[config.mk]
export PLATFORM = sky130hd
export DESIGN_NAME = wrr_credit_arbiter
export DESIGN_NICKNAME = d
export VERILOG_FILES = /design/src/rtl/wrr_credit_arbiter.sv
export SDC_FILE = /design/constraint.sdc
export NUM_CORES = 1
export LEC_CHECK = 0
export CAP_MARGIN = 5
export CORE_AREA = 5 5 145 147
export DETAILED_ROUTE_END_ITERATION = 16
export DIE_AREA = 0 0 150 152
export PLACE_DENSITY_LB_ADDON = 0.2
export SETUP_SLACK_MARGIN = 0.1
export SLEW_MARGIN = 40
export SYNTH_ARGS = -nofsm -noshare
export SYNTH_HDL_FRONTEND = slang
export SYNTH_SLANG_ARGS = --single-unit
[constraint.sdc]
create_clock -name clk -period 6.6 [get_ports clk]
set_input_delay 0.99 -clock clk [delete_from_list [all_inputs] [get_ports clk]]
set_output_delay 0.99 -clock clk [all_outputs]
set_load 0.005 [all_outputs]
[src/rtl/wrr_credit_arbiter.sv]
`default_nettype none
// ============================================================================
// Module   : wrr_credit_arbiter
// Purpose  : Weighted round-robin arbiter with runtime weights, per-requestor
//            credit counters and a registered grant held until ack.
// Revision : 1.0 - initial release
// ============================================================================
module wrr_credit_arbiter #(
    parameter int NUM_REQ        = 8,
    parameter int WEIGHT_W       = 4,
    parameter int DEFAULT_WEIGHT = 3
) (
    input  logic                          clk,
    input  logic                          rst,
    input  logic [NUM_REQ-1:0]            req,
    input  logic                          ack,
    input  logic                          cfg_load,
    input  logic [NUM_REQ*WEIGHT_W-1:0]   cfg_weight,
    output logic [NUM_REQ-1:0]            gnt,
    output logic [$clog2(NUM_REQ)-1:0]    gnt_id,
    output logic                          gnt_valid,
    output logic                          replenish
);

    localparam int c_ID_W = $clog2(NUM_REQ);

    typedef enum logic [0:0] {
        IDLE  = 1'b0,
        GRANT = 1'b1
    } state_t;

    state_t                r_state, w_state_nxt;
    logic [WEIGHT_W-1:0]   r_weight [NUM_REQ];
    logic [WEIGHT_W-1:0]   r_credit [NUM_REQ];
    logic [c_ID_W-1:0]     r_ptr, w_ptr_nxt;
    logic [NUM_REQ-1:0]    r_gnt, w_gnt_nxt;
    logic [c_ID_W-1:0]     r_gnt_id, w_gnt_id_nxt;
    logic [NUM_REQ-1:0]    w_eligible, w_live;
    logic                  w_found;
    logic [c_ID_W-1:0]     w_sel;
    logic [c_ID_W:0]       w_scan;
    logic [c_ID_W-1:0]     w_gnt_inc;
    logic                  w_reload, w_consume, w_replenish;

    generate
        for (genvar i = 0; i < NUM_REQ; i++) begin : g_req
            assign w_live[i]     = req[i] & (r_weight[i] != '0);
            assign w_eligible[i] = w_live[i] & (r_credit[i] != '0);
        end
    endgenerate

    // Rotating scan: the extra bit in w_scan lets the sum wrap at any NUM_REQ
    always_comb begin
        w_found = 1'b0;
        w_sel   = '0;
        w_scan  = '0;
        for (int k = 0; k < NUM_REQ; k++) begin
            w_scan = {1'b0, r_ptr} + (c_ID_W+1)'(k);
            if (w_scan >= (c_ID_W+1)'(NUM_REQ))
                w_scan = w_scan - (c_ID_W+1)'(NUM_REQ);
            if (!w_found && w_eligible[w_scan[c_ID_W-1:0]]) begin
                w_found = 1'b1;
                w_sel   = w_scan[c_ID_W-1:0];
            end
        end
    end

    assign w_gnt_inc = (r_gnt_id == c_ID_W'(NUM_REQ-1)) ? '0 : r_gnt_id + c_ID_W'(1);

    always_comb begin
        w_state_nxt  = r_state;
        w_gnt_nxt    = r_gnt;
        w_gnt_id_nxt = r_gnt_id;
        w_ptr_nxt    = r_ptr;
        w_reload     = 1'b0;
        w_consume    = 1'b0;
        w_replenish  = 1'b0;
        case (r_state)
            IDLE: begin
                if (w_found) begin
                    w_state_nxt  = GRANT;
                    w_gnt_nxt    = NUM_REQ'(1) << w_sel;
                    w_gnt_id_nxt = w_sel;
                end else if (|w_live && !cfg_load) begin
                    w_reload    = 1'b1;
                    w_replenish = 1'b1;
                end
            end
            GRANT: begin
                if (ack) begin
                    w_state_nxt  = IDLE;
                    w_gnt_nxt    = '0;
                    w_gnt_id_nxt = '0;
                    w_consume    = !cfg_load;
                    // The grantee keeps priority only while it still has credit left
                    w_ptr_nxt    = (r_credit[r_gnt_id] > WEIGHT_W'(1)) ? r_gnt_id : w_gnt_inc;
                end else if (!req[r_gnt_id]) begin
                    w_state_nxt  = IDLE;
                    w_gnt_nxt    = '0;
                    w_gnt_id_nxt = '0;
                    w_ptr_nxt    = w_gnt_inc;
                end
            end
            default: w_state_nxt = IDLE;
        endcase
    end

    always_ff @(posedge clk) begin
        if (rst) begin
            r_state  <= IDLE;
            r_gnt    <= '0;
            r_gnt_id <= '0;
            r_ptr    <= '0;
            for (int i = 0; i < NUM_REQ; i++) begin
                r_weight[i] <= WEIGHT_W'(DEFAULT_WEIGHT);
                r_credit[i] <= WEIGHT_W'(DEFAULT_WEIGHT);
            end
        end else begin
            r_state  <= w_state_nxt;
            r_gnt    <= w_gnt_nxt;
            r_gnt_id <= w_gnt_id_nxt;
            r_ptr    <= w_ptr_nxt;
            for (int i = 0; i < NUM_REQ; i++) begin
                if (cfg_load) begin
                    r_weight[i] <= cfg_weight[i*WEIGHT_W +: WEIGHT_W];
                    r_credit[i] <= cfg_weight[i*WEIGHT_W +: WEIGHT_W];
                end else if (w_reload) begin
                    r_credit[i] <= r_weight[i];
                end else if (w_consume && (c_ID_W'(i) == r_gnt_id) && (r_credit[i] != '0)) begin
                    r_credit[i] <= r_credit[i] - WEIGHT_W'(1);
                end
            end
        end
    end

    assign gnt       = r_gnt;
    assign gnt_id    = r_gnt_id;
    assign gnt_valid = |r_gnt;
    assign replenish = w_replenish & ~rst;

endmodule
`default_nettype wire

# After elaboration in Yosys (flattened, before gate mapping)
# Memories as Yosys holds them, arrays and structs flattened. A register that Yosys moved wholly into a read port is not among the register bits.
# Cells that the tools add are included.
[totals] register_bits=15 mem_count=2 ram_bits=64
[memory_table] memory="r_credit" words=8 word_bits=4 read_ports=9 rd_clocked_by_memory_dff=1 write_ports=8 line="34" source="logic [WEIGHT_W-1:0] r_credit [NUM_REQ];"
[memory_table] memory="r_weight" words=8 word_bits=4 read_ports=8 rd_clocked_by_memory_dff=0 write_ports=8 line="33" source="logic [WEIGHT_W-1:0] r_weight [NUM_REQ];"
[classes] shifts=1 muxes=146 n_addsub=24 n_reduce_logical=53 bitwise=51 magnitude_cmp=18 n_eq_ne=11
[ops] cell="$mux W4" count=32
[ops] cell="$mux W3" count=25
[ops] cell="$mux W1" count=74
[ops] cell="$reduce_bool A4 Y1" count=16
[ops] cell="$lt A3 B4 Y1 const B" count=9
[ops] cell="$or A1 B1 Y1" count=32
[ops] cell="$sub A4 B1 Y4 const B" count=8
[ops] cell="$ge A4 B4 Y1 const B" count=7
[ops] cell="$bmux W1 S3" count=9
[ops] cell="$logic_and A1 B1 Y1" count=24
[ops] cell="$mux W8" count=3
[ops] cell="$sub A3 B1 Y3 const B" count=8
[ops] cell="$and A1 B1 Y1" count=17
[ops] cell="$add A3 B3 Y4 const B" count=4
[ops] cell="$pmux W8 S2" count=1
[ops] cell="$reduce_or A8 Y1" count=2
[ops] cell="$eq A3 B3 Y1 const A" count=4
[ops] cell="$add A3 B2 Y4 const B" count=2
[ops] cell="$logic_not A1 Y1" count=8
[ops] cell="$shl A1 B3 Y8 const A" count=1
[ops] cell="$eq A2 B3 Y1 const A" count=2
[ops] cell="$pmux W3 S2" count=1
[ops] cell="$add A3 B1 Y4 const B" count=1
[ops] cell="$ge A3 B4 Y1 const B" count=1
[ops] cell="10 further kinds" count=13

# Longest topological paths before layout
# Gate-level depths: netlist (run 1).
# An unclocked memory read counts as a cell.
[logic_depth] depth_word=36 mapped_depth=16

# Worst setup path after synthesis (run 1)
# No wires, ideal clock.
[synth_timing] path_kind="register to output" start="register r_ptr[0]" end="output port replenish" required_ns=5.610 arrival_ns=4.150 path_buffers=5 setup_slack_ns=1.460 stages_incl_launch_ff=15 path_cell_list="dfxtp_1 > clkbuf_1 > inv_2 > buf_1 > ha_1 > xnor2_1 > mux4_2 > mux2_2 > or4b_1 > clkbuf_1 > or4b_1 > buf_2 > or2_4 > clkinv_4 > buf_6"
[synth_between] elab_chain_cells=29
[synth_rtl] item="from (decl)" line="35" source="logic [c_ID_W-1:0] r_ptr, w_ptr_nxt;"
[synth_rtl] item="from (signal assigned)" line="122" source="r_ptr <= w_ptr_nxt;"
[synth_rtl] item="parallel branches: the longest is 25 deep, another holds $add A3 B1 Y4"
[synth_rtl] item="$mux W1 (*)" line="61" source="if (!w_found && w_eligible[w_scan[c_ID_W-1:0]]) begin"
[synth_rtl] item="$mux W1 (*)" line="80" source="if (w_found) begin"
[synth_rtl] item="$mux W1 (*)" line="78" source="case (r_state)"
[synth_rtl] item="$and A1 B1 Y1 (*)" line="139" source="assign replenish = w_replenish & ~rst;"
[synth_rtl] item="to (decl)" line="22" source="output logic replenish"
# Mark *: on every way between the ends. The select of a mux whose other input is x is not followed.

# Final worst setup path (run 1)
[layout_timing] start="input port req[4]" end="output port replenish"
[layout_between] elab_chain_cells=29
[layout_rtl] item="from (decl)" line="15" source="input logic [NUM_REQ-1:0] req,"
[layout_rtl] item="$and A1 B1 Y1 (*)" line="47" source="assign w_live[i] = req[i] & (r_weight[i] != '0);"
[layout_rtl] item="$and A1 B1 Y1" line="48" source="assign w_eligible[i] = w_live[i] & (r_credit[i] != '0);"
[layout_rtl] item="$bmux W1 S3" line="61"
[layout_rtl] item="$mux W1 (implied by the code)" line="61"
[layout_rtl] item="$mux W1" line="61"
[layout_rtl] item="$logic_not A1 Y1" line="61"
[layout_rtl] item="$logic_and A1 B1 Y1" line="61"
[layout_rtl] item="$mux W1" line="61"
[layout_rtl] item="(+13 left out)"
[layout_rtl] item="$logic_and A1 B1 Y1" line="61"
[layout_rtl] item="$mux W1" line="61"
[layout_rtl] item="$logic_not A1 Y1" line="61"
[layout_rtl] item="$logic_and A1 B1 Y1" line="61"
[layout_rtl] item="$mux W1" line="61"
[layout_rtl] item="$mux W1 (*)" line="80"
[layout_rtl] item="$mux W1 (*)" line="78"
[layout_rtl] item="$and A1 B1 Y1 (*)" line="139"
# Mark *: on every way between the ends. The rest lies on a longest branch, timed or not. The select of a mux whose other input is x is not followed.

==> results.yml, run 1 <==
worst_setup_path:
  cp_max_fo: 17
  crit_type: "primary input to output port"
  arrival_ns: 5.12
  cp-end-kind: "output port"
  cp_data_required_time_ns: 5.61
  critPathLaunchType: "primary input"
clock_tree:
  clock_sinks: 82
  post_cts_buffers: 0
  clock_latency_ns: 0.35
  cts_buffer_depth: 2
  numCtsBuffers: 9
  cts_root_buf: "clkbuf_16"
  hold_buffers: 0
  tritoncts: "yes"
  clk_pin_slew_ns: 0.06
  htreeDepth: 3
  ctsResizeCount: 0
timing:
  final-hold-violation-count: 0
  relSlewSlack_pct: 48.3
  holdWs_ns: 0.481
  fmax_mhz: 164
  setup_viol: 0
  finalMaxSlewViolations: 0
  finalWorstSetupSlack_ns: 0.490
  finClkSkew_ns: 0.00848
  rsz0062_at_grt: "false"
  worstMarginPinSlew_ns: 0.766
  tns_ns: 0
  fin_crit_ns: 6.11
  finalCritPeriodShare_pct: 92.6
global_route:
  grt_pass1_wl_um: 26100
  grt_pass1_vias: 4578
  grtUsageTotal_pct: 14.6
  grt_overflow: 0
  antenna_found_initial: 0
  grt_start_max_net_pins: 35
die:
  start_util_pct: 27.1
  core_area_um2: 19800
  rows: 52
  fp.dieH_um: 152
  die_area_um2: 22800
  die_width_um: 150
  io_pins: 57
detailed_routing:
  wl_per_cell_um: 18.7
  drtAntennaViolNets: 0
  drc_errors: 0
  wirelength_um: 16400
  dr.pass1.iters: 5
  vias: 4490
  drt-initial-drc-count: 339
  viasPerCell: 5.14
logic_synthesis:
  synth.largest_area_cell: "edfxtp_1"
  synth.avg_cell_area_um2: 9.88
  ys_ff_latch: 82
  syn_inst: 542
  netlist_area_um2: 5360
  synthArstFlopShare_pct: 0
  synthDominantCellAreaShare_pct: 35.9
  yosysWarnings: 0
  synth_cell_type_count: 62
  ys.flop_type: "edfxtp_1"
  synth-edff-count: 64
  ys_top_cells_by_area: "edfxtp_1 (36%), mux4_2 (8.0%), dfxtp_1 (6.7%)"
  synth-seq-area-share_pct: 42.6
  syn_nets: 602
finish:
  num-fill-cells: 2051
  nets: 658
  num_antenna_cells: 0
  stdcell_count: 873
  drive_gt1_share_pct: 10.9
  syn_to_final_growth_pct: 22.9
job:
  maxCapViolCount: 0
hold_path:
  min_path_type: "flop to flop"
pwr:
  peakVddDrop_v: 0.000138
  leakage_uw: 0.00244
  power.density_nw_per_um2: 278
  power_uw: 1830
placed_design:
  dp_hpwl_um: 12600
  dp_cells: 857
  post-place-ws_ns: 0.518
  place_congestion: 0.865
  port_buffers: 56
outcome:
  run_status: "finished, final reports clean"
[path summary, 6_finish.rpt]
check	end	from	slack, ns	depth (start not counted)
max reg2reg	r_credit[6][1]	r_credit[7][1]	1.76	12
max	replenish	req[4]	0.49	10
min reg2reg	gnt[1]	gnt[1]	0.48	1
min	gnt[1]	gnt[1]	0.48	1
[worst max-delay path: stages]
cell             delay [ns]
clkdlybuf4s50_1        0.45
o41ai_1                0.14
nor2b_1                0.33
mux4_2                 0.54
mux2_2                 0.33
or4b_1                 0.66
or4b_1                 0.69
or2_4                  0.31
clkinv_4               0.13
clkdlybuf4s50_1        0.53
[synthesized netlist by cell type (all sizes together), types with 2 or more instances]
| master | number |
|---|---|
| dfxtp | 18 |
| xnor2 | 11 |
| o21ai | 12 |
| nand2b | 17 |
| a211oi | 6 |
| xor2 | 8 |
| edfxtp | 64 |
| mux2 | 3 |
| a21oi | 38 |
| o211ai | 6 |
| buf | 6 |
| or2 | 7 |
| or3 | 5 |
| o211a | 5 |
| mux4 | 19 |
| ha | 16 |
| nand4 | 3 |
| a211o | 5 |
| a311oi | 4 |
| o2bb2ai | 9 |
| o22ai | 4 |
| nor2 | 50 |
| nand3 | 13 |
| nand3b | 2 |
| mux2i | 5 |
| nor3b | 8 |
| clkinv | 3 |
| or4b | 3 |
| nand2 | 60 |
| a21o | 7 |
| inv | 25 |
| nor2b | 7 |
| clkbuf | 15 |
| and2 | 14 |
| a221oi | 2 |
| nor3 | 29 |
| o31a | 2 |
| o41ai | 9 |
| nor4 | 8 |
[logic make-up after synthesis]
logic type                 Yosys count  share of synthesized area [%]
buffers and inverters               49                           3.74
adders and majority gates           16                           3.74
and+or+nand+nor                    232                           21.8
xor gates and xnor gates            19                           3.11
DFF                                 82                           42.6
muxes                               27                           9.55
AOI/OAI and AO/OA                  117                           15.5
[registers in the layout (all words and copies together) (netlist names), named ones only]
signal    count
gnt           8
gnt_id        3
r_weight     32
r_state       1
r_credit     32
r_ptr         3
[power breakdown]
part           leakage (uW)  switching (uW)  total (uW)  internal [uW]
logic               0.00150             314         584            270
clock network      0.000161             224         560            336
registers          0.000782            69.7         686            616
[layout by cell type (no fill, tap or decap), drive strengths merged, types with 5 or more instances in the layout]
master / synthesis / layout
a211o: 5 / 5
a211oi: 6 / 6
a21o: 7 / 7
a21oi: 38 / 38
and2: 14 / 14
buf: 6 / 10
clkbuf: 15 / 9
clkdlybuf4s50: 0 / 56
clkinv: 3 / 5
dfxtp: 18 / 18
edfxtp: 64 / 64
ha: 16 / 16
inv: 25 / 28
mux2i: 5 / 5
mux4: 19 / 19
nand2: 60 / 60
nand2b: 17 / 17
nand3: 13 / 13
nor2: 50 / 50
nor2b: 7 / 7
nor3: 29 / 29
nor3b: 8 / 8
nor4: 8 / 8
o211a: 5 / 5
o211ai: 6 / 6
o21ai: 12 / 12
o2bb2ai: 9 / 9
o41ai: 9 / 9
or2: 7 / 7
or3: 5 / 5
xnor2: 11 / 11
xor2: 8 / 8
[layer usage]
metal	track usage (%)	part of all wire, %	routed length, um
met1	19.1	45	7310
met2	25.1	50	8260
met3	1.76	3.4	553
met4	4.14	1.5	245
met5	0	0	0
[area by class of cell]
cell class              instances  area [um2]  share of cell area [%]
inverters                      28         110                    1.67
clock inverters                 7         100                    1.52
multi-input cells             411        2890                    43.9
clock buffers                   9         225                    3.42
repair buffers                 66         636                    9.65
flip-flops and latches         82        2280                    34.7
well taps                     270         338                    5.13
[per-stage QoR]
step	utilization [%]	instance area, um2
after global placement	31.6	6240
after detailed placement	31.6	6250
final	33.3	6580
after floorplan	-	5360
after global routing	33.3	6580
after CTS	33.2	6570
(Power assumes the default switching activity.)
==> run 2: changes to the inputs <==
- ABC_AREA: not set -> 1
- CORE_AREA: 5 5 145 147 -> 5 5 148 150
- DIE_AREA: 0 0 150 152 -> 0 0 153 155
- MAX_ROUTING_LAYER: not set -> met4
==> results.yml, run 2 <==
outcome:
  run_status: "finished, final reports clean"
logic_synthesis:
  synth-edff-count: 64
  synth_cell_type_count: 46
  synth.largest_area_cell: "edfxtp_1"
  ys.flop_type: "edfxtp_1"
  netlist_area_um2: 5600
  yosys-top-cells-count: "nand2_1 (178), inv_1 (103), nand3_1 (95)"
  synth-seq-area-share_pct: 40.7
  synth.avg_cell_area_um2: 7.55
  ys_top_cells_by_area: "edfxtp_1 (34%), nand2_1 (12%), nand3_1 (8.5%)"
  ys_ff_latch: 82
  syn_nets: 802
  syn_inst: 742
  yosysMostFrequentCell: "nand2_1"
  synthDominantCellAreaShare_pct: 34.3
  synthArstFlopShare_pct: 0
  yosysWarnings: 0
worst_setup_path:
  r2r_slack_ns: 2.76
  cp_top_family: "buffers and inverters"
  cp-end-kind: "output port"
  cp_max_fo: 20
  cp_cell_sequence: "inv_2, ha_1, inv_2, nand3_1, nand3_1, nand2_2, nand3_4, nor2_8, nand4_4, nor2_4, nand4_4, inv_2, clkdlybuf4s50_1"
  crit_top_cell: "inv_2"
  crit_type: "flop to output port"
  slowest_stage: "dfxtp_1"
  critPathLaunchType: "flop"
  cp_data_required_time_ns: 5.61
  slowest_delay_ns: 0.66
  cp_num_buf_inv: 4
  arrival_ns: 3.90
finish:
  num-fill-cells: 2240
  num_antenna_cells: 0
  syn_to_final_growth_pct: 19.8
  drive_gt1_share_pct: 8.89
  utilization_pct: 32.7
  nets: 854
  layout_commonest_cell: "nand2_1"
  layout_common_cells: "nand2_1 (178), inv_1 (103), nand3_1 (95), nor2_1 (65), edfxtp_1 (64)"
  stdcell_count: 1074
pwr:
  p_sw_uw: 778
  peakVddDrop_v: 0.000135
  power.density_nw_per_um2: 292
  pwr-share-comb_pct: 38.1
  netSwitchingFraction_pct: 39.7
  clkPwrFrac_pct: 26.0
  seq_power_share_pct: 35.9
  leakage_uw: 0.00296
  internal_power_uw: 1180
clock_tree:
  post_cts_buffers: 0
  cts_buffer_depth: 2
  clock_sinks: 82
  hold_buffers: 0
  numCtsBuffers: 9
  htreeDepth: 3
  cts_root_buf: "clkbuf_16"
  clock_latency_ns: 0.35
  tritoncts: "yes"
  clk_pin_slew_ns: 0.07
  ctsResizeCount: 0
global_route:
  grtUsageTotal_pct: 14.8
  grt_pass1_wl_um: 26800
  grt_overflow: 0
  grt_pass1_vias: 4918
  grt_start_max_net_pins: 41
  antenna_found_initial: 0
detailed_routing:
  dr.pass1.iters: 5
  drt-initial-drc-count: 435
  wl_per_cell_um: 15.7
  vias: 5114
  viasPerCell: 4.76
  drtAntennaViolNets: 0
  drc_errors: 0
  wirelength_um: 16900
timing:
  finalMaxSlewViolations: 0
  final-hold-violation-count: 0
  setup_viol: 0
  finalCritPeriodShare_pct: 74.1
  finClkSkew_ns: 0.00913
  worstMarginPinSlew_ns: 0.743
  fin_crit_ns: 4.89
  relSlewSlack_pct: 50.3
  tns_ns: 0
  rsz0062_at_grt: "false"
  fmax_mhz: 204
job:
  maxCapViolCount: 0
die:
  io_pins: 57
  die_area_um2: 23700
  die_width_um: 153
  core_area_um2: 20600
  start_util_pct: 27.3
  rows: 53
  fp.dieH_um: 155
placed_design:
  dp_hpwl_um: 13200
  place_congestion: 0.883
  dp_cells: 1058
  port_buffers: 56
hold_path:
  min_path_type: "flop to flop"
[run 2: cell type report]
cell class | count | area [um2] | share of cell area [%]
multi-input cells | 527 | 2780 | 41.3
flip-flops and latches | 82 | 2280 | 34.0
repair buffers | 59 | 583 | 8.69
inverters | 115 | 432 | 6.43
well taps | 275 | 344 | 5.13
clock buffers | 10 | 229 | 3.41
clock inverters | 6 | 67.6 | 1.01
[run 2: worst min-delay path, cell delays in order, from the launching register on]
cell and delay [ns]:
dfxtp_1 0.32, nand2_1 0.06, a21oi_1 0.05
[run 2: power groups by stage]
stage / registers, uW / logic (uW) / clock network (uW)
6_report: 704 / 749 / 510
5_1_grt: 714 / 838 / 543
4_1_cts: 705 / 748 / 524
3_5_place_dp: 716 / 744 / 0
3_3_place_gp: 715 / 758 / 0
2_1_floorplan: 675 / 530 / 0
[run 2: final timing paths]
check           start              to  depth (start not counted)
max          r_ptr[0]       replenish                         13
min reg2reg    gnt[1]          gnt[1]                          2
min            gnt[1]          gnt[1]                          2
max reg2reg  r_ptr[0]  r_credit[7][0]                         15
[run 2: logic make-up after synthesis]
group / count (synthesis) / synth area share, %
simple gates: 430 / 36.8
buf+inv: 133 / 9.76
flops: 82 / 40.7
compound gates: 67 / 6.70
fa+ha+maj: 16 / 3.57
xor+xnor: 14 / 2.46
[run 2: metal layers]
| layer | vias to the layer above | wire, um | global-route usage, % |
|---|---|---|---|
| met2 | 145 | 7610 | 22.7 |
| met5 | - | 0 | - |
| met3 | 28 | 804 | 2.09 |
| li1 | 2587 | - | - |
| met1 | 2354 | 7920 | 19.4 |
| met4 | 0 | 531 | 6.70 |
[run 2: metrics by stage]
| stage | setup slack, ns | area [um2] | hold WS [ns] | power, uW |
|---|---|---|---|---|
| after floorplan | 3.36 | 5600 | 0.472 | 1210 |
| after global placement | 1.98 | 6420 | 0.476 | 1470 |
| after detailed placement | 1.97 | 6420 | 0.478 | 1460 |
| after CTS | 1.71 | 6710 | 0.488 | 1980 |
| after global routing | 1.41 | 6710 | 0.526 | 2100 |
| final | 1.71 | 6710 | 0.485 | 1960 |
